--- config.mk ---
export PLATFORM = sky130hd
export DESIGN_NAME = mdio_receiver
export DESIGN_NICKNAME = d
export VERILOG_FILES = /design/src/rtl/mdio_receiver.sv
export SDC_FILE = /design/constraint.sdc
export NUM_CORES = 1
export LEC_CHECK = 0
export ABC_AREA = 1
export ABC_CLOCK_PERIOD_IN_PS = 2190
export BUFFER_PORTS_ARGS = -buffer_cell sky130_fd_sc_hd__buf_2
export CAP_MARGIN = 15
export CORE_ASPECT_RATIO = 1.1
export CORE_MARGIN = 10
export CORE_UTILIZATION = 30
export CTS_BUF_LIST = sky130_fd_sc_hd__clkbuf_4 sky130_fd_sc_hd__clkbuf_8 sky130_fd_sc_hd__clkbuf_16
export CTS_CLUSTER_DIAMETER = 100
export CTS_CLUSTER_SIZE = 28
export DETAILED_ROUTE_END_ITERATION = 7
export GPL_TIMING_DRIVEN = 0
export SYNTH_ARGS = -nofsm -noshare
export SYNTH_HDL_FRONTEND = slang
export SYNTH_SLANG_ARGS = --single-unit
--- constraint.sdc ---
create_clock -name clk -period 2.19 [get_ports clk]
set_input_delay 0.3285 -clock clk [delete_from_list [all_inputs] [get_ports clk]]
set_output_delay 0.3285 -clock clk [all_outputs]
set_load 0.05 [all_outputs]
--- src/rtl/mdio_receiver.sv ---
// -----------------------------------------------------------------------------
// mdio_receiver
// PHY-side clause-22 MDIO management slave. It sits directly downstream of the
// MDIO frame generator, decodes 32-bit frames (no preamble) and drives a
// simple register-file port. On reads it returns the register word serially
// on mdio_in, one bit per MDC falling edge.
//
// MDC is a clk/2 signal from the same clock domain, so no synchronizer is
// used. Edges of MDC are detected against a registered copy.
//
// Optional feature (compile-time macro MDIO_ADDR_FILTER_EN):
//   defined   - PHYAD must equal PHY_ADDR, otherwise the frame is ignored
//   undefined - PHYAD is ignored, every well-formed frame is answered
//
// Ports:
//   clk       system clock
//   reset     asynchronous reset, active low
//   mdc       management clock from the generator
//   mdio_oe   generator drive enable (1 = mdio_out valid)
//   mdio_out  serial data from the generator
//   rd_data   register-file read data, combinational on addr
//   mdio_in   serial read data back to the generator
//   addr      register address (REGAD of the last frame)
//   wr_data   write data of the last completed write
//   wr_stb    one-clk write strobe
//   rd_stb    one-clk strobe when rd_data is captured
// -----------------------------------------------------------------------------
module mdio_receiver #(
    parameter logic [4:0]  PHY_ADDR = 5'h15,
    parameter int unsigned DATA_W   = 16
) (
    input  logic              clk,
    input  logic              reset,
    input  logic              mdc,
    input  logic              mdio_oe,
    input  logic              mdio_out,
    input  logic [DATA_W-1:0] rd_data,
    output logic              mdio_in,
    output logic [4:0]        addr,
    output logic [DATA_W-1:0] wr_data,
    output logic              wr_stb,
    output logic              rd_stb
);

`ifdef MDIO_ADDR_FILTER_EN
    localparam bit FILTER_ON = 1'b1;
`else
    localparam bit FILTER_ON = 1'b0;
`endif

    typedef enum logic [2:0] {
        S_IDLE,
        S_HDR,
        S_WR,
        S_RD,
        S_WAIT_IDLE
    } state_t;

    // Frame bit numbers (1-based, as counted by cnt after the shift).
    localparam logic [5:0] BIT_REGAD = 6'd14;
    localparam logic [5:0] BIT_TA    = 6'd16;
    localparam logic [5:0] BIT_LAST  = 6'd32;

    state_t            state_q, state_d;
    logic              mdc_q;
    logic [5:0]        cnt_q, cnt_d;
    logic [DATA_W-1:0] rx_q, rx_d;
    logic [DATA_W-1:0] tx_q, tx_d;
    logic [DATA_W-1:0] wr_data_q, wr_data_d;
    logic [4:0]        addr_q, addr_d;
    logic              mdio_in_q, mdio_in_d;
    logic              wr_stb_q, wr_stb_d;
    logic              rd_stb_q, rd_stb_d;

    logic              rise, fall;
    logic [5:0]        cnt_inc, cnt_sat;
    logic [DATA_W-1:0] rx_shift;
    logic [1:0]        hdr_st, hdr_op;
    logic [4:0]        hdr_phyad;
    logic              hdr_bad;

    assign rise     = mdc & ~mdc_q;
    assign fall     = ~mdc & mdc_q;
    assign cnt_inc  = cnt_q + 6'd1;
    // While waiting out an unwanted frame the counter runs but parks at 32.
    assign cnt_sat  = (cnt_q >= BIT_LAST) ? BIT_LAST : cnt_inc;
    assign rx_shift = {rx_q[DATA_W-2:0], mdio_out};

    // Header fields as they stand once bit 16 is being shifted in.
    assign hdr_st    = rx_shift[15:14];
    assign hdr_op    = rx_shift[13:12];
    assign hdr_phyad = rx_shift[11:7];
    assign hdr_bad   = (hdr_st != 2'b01) || (hdr_op == 2'b00) || (hdr_op == 2'b11)
                     || (FILTER_ON && (hdr_phyad != PHY_ADDR));

    // State and datapath registers.
    // NOTE: sequential state uses non-blocking assignments so every flop
    // samples the pre-edge value regardless of statement order.
    always_ff @(posedge clk or negedge reset) begin
        if (!reset) begin
            state_q   <= S_IDLE;
            mdc_q     <= 1'b0;
            cnt_q     <= '0;
            rx_q      <= '0;
            tx_q      <= '0;
            wr_data_q <= '0;
            addr_q    <= '0;
            mdio_in_q <= 1'b0;
            wr_stb_q  <= 1'b0;
            rd_stb_q  <= 1'b0;
        end else begin
            state_q   <= state_d;
            mdc_q     <= mdc;
            cnt_q     <= cnt_d;
            rx_q      <= rx_d;
            tx_q      <= tx_d;
            wr_data_q <= wr_data_d;
            addr_q    <= addr_d;
            mdio_in_q <= mdio_in_d;
            wr_stb_q  <= wr_stb_d;
            rd_stb_q  <= rd_stb_d;
        end
    end

    // Next-state logic.
    always_comb begin
        // NOTE: default assignment first so no path leaves state_d unassigned
        // (which would infer a latch).
        state_d = state_q;
        unique case (state_q)
            S_IDLE: begin
                if (rise && mdio_oe) state_d = S_HDR;
            end
            S_HDR: begin
                if (rise && (cnt_inc == BIT_TA)) begin
                    if (hdr_bad)                state_d = S_WAIT_IDLE;
                    else if (hdr_op == 2'b01)   state_d = S_WR;
                    else                        state_d = S_RD;
                end
            end
            S_WR: begin
                if (rise && (!mdio_oe || (cnt_inc == BIT_LAST))) state_d = S_IDLE;
            end
            S_RD: begin
                if (rise && (cnt_inc == BIT_LAST)) state_d = S_IDLE;
            end
            S_WAIT_IDLE: begin
                if (rise && !mdio_oe && (cnt_sat == BIT_LAST)) state_d = S_IDLE;
            end
            default: state_d = S_IDLE;
        endcase
    end

    // Datapath and output next-values.
    always_comb begin
        cnt_d     = cnt_q;
        rx_d      = rx_q;
        tx_d      = tx_q;
        wr_data_d = wr_data_q;
        addr_d    = addr_q;
        mdio_in_d = mdio_in_q;
        wr_stb_d  = 1'b0;
        rd_stb_d  = 1'b0;
        unique case (state_q)
            S_IDLE: begin
                if (rise && mdio_oe) begin
                    rx_d  = {{(DATA_W-1){1'b0}}, mdio_out};
                    cnt_d = 6'd1;
                end
            end
            S_HDR: begin
                if (rise) begin
                    rx_d  = rx_shift;
                    cnt_d = cnt_inc;
                    if (cnt_inc == BIT_REGAD) addr_d = rx_shift[4:0];
                    // addr was latched two MDC periods ago, so rd_data is settled.
                    if ((cnt_inc == BIT_TA) && !hdr_bad && (hdr_op == 2'b10)) begin
                        tx_d     = rd_data;
                        rd_stb_d = 1'b1;
                    end
                end
            end
            S_WR: begin
                if (rise && mdio_oe) begin
                    rx_d  = rx_shift;
                    cnt_d = cnt_inc;
                    if (cnt_inc == BIT_LAST) begin
                        wr_data_d = rx_shift;
                        wr_stb_d  = 1'b1;
                    end
                end
            end
            S_RD: begin
                // Falls after rises 16..31 present frame bits 17..32.
                if (fall) begin
                    mdio_in_d = tx_q[DATA_W-1];
                    tx_d      = {tx_q[DATA_W-2:0], 1'b0};
                end
                if (rise) begin
                    cnt_d = cnt_inc;
                    if (cnt_inc == BIT_LAST) mdio_in_d = 1'b0;
                end
            end
            S_WAIT_IDLE: begin
                if (rise) cnt_d = cnt_sat;
            end
            default: ;
        endcase
    end

    assign mdio_in = mdio_in_q;
    assign addr    = addr_q;
    assign wr_data = wr_data_q;
    assign wr_stb  = wr_stb_q;
    assign rd_stb  = rd_stb_q;

endmodule

==> results by group <==
Worst setup path
  • Worst R2R Path Depth: 10
  • Startpoint Class: flip-flop
  • Reg2reg end: state_q[2]$_DFFE_PN0P_
  • Worst setup path start: cnt_q[0]$_DFFE_PN0P_
  • Worst reg2reg startpoint: cnt_q[0]$_DFFE_PN0P_
  • Crit path arrival time: 2.21 ns
  • R2R Setup Slk: between 0.2 and 0.25 ns
  • Max Fanout on Critical Path: 5
  • Crit end category: flip-flop
  • Worst setup path class: reg2reg
  • WP data required: 2.44 ns

Global route
  • Initial antenna violation count: 0
  • GRT Total Usage: around a tenth
  • Vias in the first global route: 2716
  • Global route total overflow: 0
  • Global-route wire length before repair: around 13 mm
  • Largest net degree at the start of global routing: 66

CTS
  • Clock tree buffer depth: 2
  • Setup bufs post-CTS: 0
  • CTS Buf Count: 9
  • Worst-skew pair later-pin latency: 0.33 ns
  • CTS Sinks: 65
  • Clock root cell: clkbuf_16
  • CTS tree: done
  • Post-CTS sizing: 0
  • Post-CTS Hold Buffers: 0
  • Max H-tree Level: 3
  • Reg clk slew, reported paths: 0.05 ns

Route
  • Pre-antenna DRT Iters: 4
  • Wire per inst: 12.7 um
  • Initial drt markers: 119
  • Drt drc: 0
  • Antenna viol nets, final: 0
  • Via-to-Cell Ratio: between 4 and 5
  • Vias: 2623
  • WL final: 7.50 mm

Timing
  • Slew Limit Fails: 0
  • Fmax: 0.511 GHz
  • Worst-Margin Slew: 0.822 ns
  • Fin crit share: between 80 and 90%
  • Setup_tns: 0 ns
  • RSZ-0062 raised after global routing: no
  • Setup Skew: 0.00686 ns
  • Fin crit period: 1.96 ns
  • Final setup fails: 0
  • Fin. Hold Viols: 0
  • Max-slew headroom: 45.2%

Synthesis
  • Seq cells post-synth: 65
  • Synthesized cell area: 0.00320 mm^2
  • Syn Nets: 412
  • Yosys Warn Count: 0
  • Most instantiated cells after synthesis: 123 x nand2_1, 65 x dfrtp_1, 52 x inv_1
  • Yosys top cell area share: 50.8%
  • Syn Area/Cell: just over 8 um^2
  • Synth area leaders: dfrtp_1 51%, nand2_1 14%, inv_1 6.1%, o21ai_2 4.6%, o21ai_1 3.7%
  • Sequential share of the synthesized area: 50.8%
  • Synth area leader: dfrtp_1
  • Synth async-reset ratio: 100%
  • Main synth FF type: dfrtp_1
  • Most frequent cell after synthesis: nand2_1
  • Cells after Synth: 387
  • Cell variety after synth: 31
  • Number of flops mapped to enable cells by yosys: 0

Floorplan
  • Core box area: 0.0104 mm^2
  • Initial Utilization: 30.8%
  • Height of the die: 128 um
  • Die width: approximately 120 um
  • I/O pin count: 45
  • Die area: 0.0152 mm^2
  • # rows: 39

Placement
  • Gp weighted congestion: 0.817
  • Post-DP Area: 0.00361 mm^2
  • Post-placement cell count: 574
  • Half-perimeter wire length after placement: 5.50 mm
  • Buffers on Ports: 44

Power
  • Int Pwr: 3.00 mW
  • Combinational Power Share: 26.8%
  • Power Dens Cells: 1150 mW/mm^2
  • Peak supply drop: 0.000529 V
  • Clock share of power: 36.9%
  • Flop pwr share: between 30% and 40%
  • Sw power: 1.53 mW
  • Sw Share: 33.9%
  • Pleak: approximately 2.0 nW

Cells and area
  • Area Growth Syn to Fin: 23.4%
  • Final instance area: 0.00395 mm^2
  • Layout cells sized above 1: 23.9%
  • Nets: ~470
  • # diodes: 0
  • Fin util: 38.0%
  • Final non-filler cell total: between 500 and 600

Status
  • Outcome: completed

Flow run
  • Max-cap violations: 0

Min path
  • Hold Crit Class: in2async
worst max-delay path by stage:
stage	endpoint	slack, ns	depth (start not counted)
floorplan	tx_q[10]$_DFFE_PN0P_	0.46	12
global placement	wr_data[2]$_DFFE_PN0P_	0.29	10
detailed placement	wr_data[4]$_DFFE_PN0P_	0.24	10
CTS	wr_data[4]$_DFFE_PN0P_	0.23	10
global route	state_q[0]$_DFFE_PN0P_	0.03	11
finish	state_q[2]$_DFFE_PN0P_	0.23	10
metrics by stage:
step / power (mW) / hold WS [ns] / worst slack, ns
2_1_floorplan: 2.59 / 0.0329 / 0.455
3_3_place_gp: 2.85 / 0.455 / 0.294
3_5_place_dp: 2.88 / 0.458 / 0.240
4_1_cts: 4.58 / 0.112 / 0.230
5_1_grt: 4.85 / 0.122 / 0.0274
6_report: 4.53 / 0.0974 / 0.231
routing by layer:
metal | part of all wire [%] | vias up | global-route usage (%)
li1 | - | 1334 | -
met5 | 0 | - | 0
met4 | 1.3 | 0 | 3.67
met2 | 49 | 47 | 17.5
met3 | 4.3 | 10 | 3.11
met1 | 45 | 1232 | 12.4
cells by family after synthesis:
| family | count (synthesis) | share of synthesized area [%] |
|---|---|---|
| buf+inv | 68 | 9.02 |
| fa+ha+maj | 4 | 1.56 |
| flops | 65 | 50.8 |
| compound gates | 72 | 14.8 |
| simple gates | 178 | 23.9 |
critical path, stage by stage (launching register included):
cell     delay, ns
dfrtp_1       0.43
ha_1          0.27
inv_1         0.07
nand2_1       0.05
nand2_1       0.11
nand3_2       0.11
nor2_4        0.13
nand3_1       0.14
a21oi_1       0.29
nand2_1       0.12
a21oi_1       0.16
power groups by stage:
stage          clock network (mW)  registers [mW]  logic (mW)
6_report                     1.67            1.64        1.21
2_1_floorplan                   0            1.69       0.903
3_5_place_dp                    0            1.66        1.22
4_1_cts                      1.71            1.64        1.23
5_1_grt                      1.76            1.69        1.40
3_3_place_gp                    0            1.66        1.19
sequential cells by signal, indices dropped and copies added (netlist names):
name / cells
rx_q: 15
mdc_q: 1
cnt_q: 6
wr_stb: 1
mdio_in: 1
tx_q: 16
rd_stb: 1
wr_data: 16
addr: 5
state_q: 3
cells in the final DEF (no fill, tap or decap), types with 9 or more instances in the layout:
cell type,count
nor2_1,17
buf_2,46
clkbuf_16,9
o31ai_1,14
inv_1,52
o21ai_1,24
nand2_1,123
nand2_2,15
o21ai_2,17
nand3_1,11
dfrtp_1,65
final cells by class:
class                      instances  area, um^2
multi-input combinational        254        1290
tap                              143         179
inverter                          55         206
fill                            1088        6440
sequential                        65        1630
buffer                            13        82.6
clock buffer                      10         233
clock inverter                     6         114
timing repair buffer              44         223
Power figures use the tool's default switching activity.
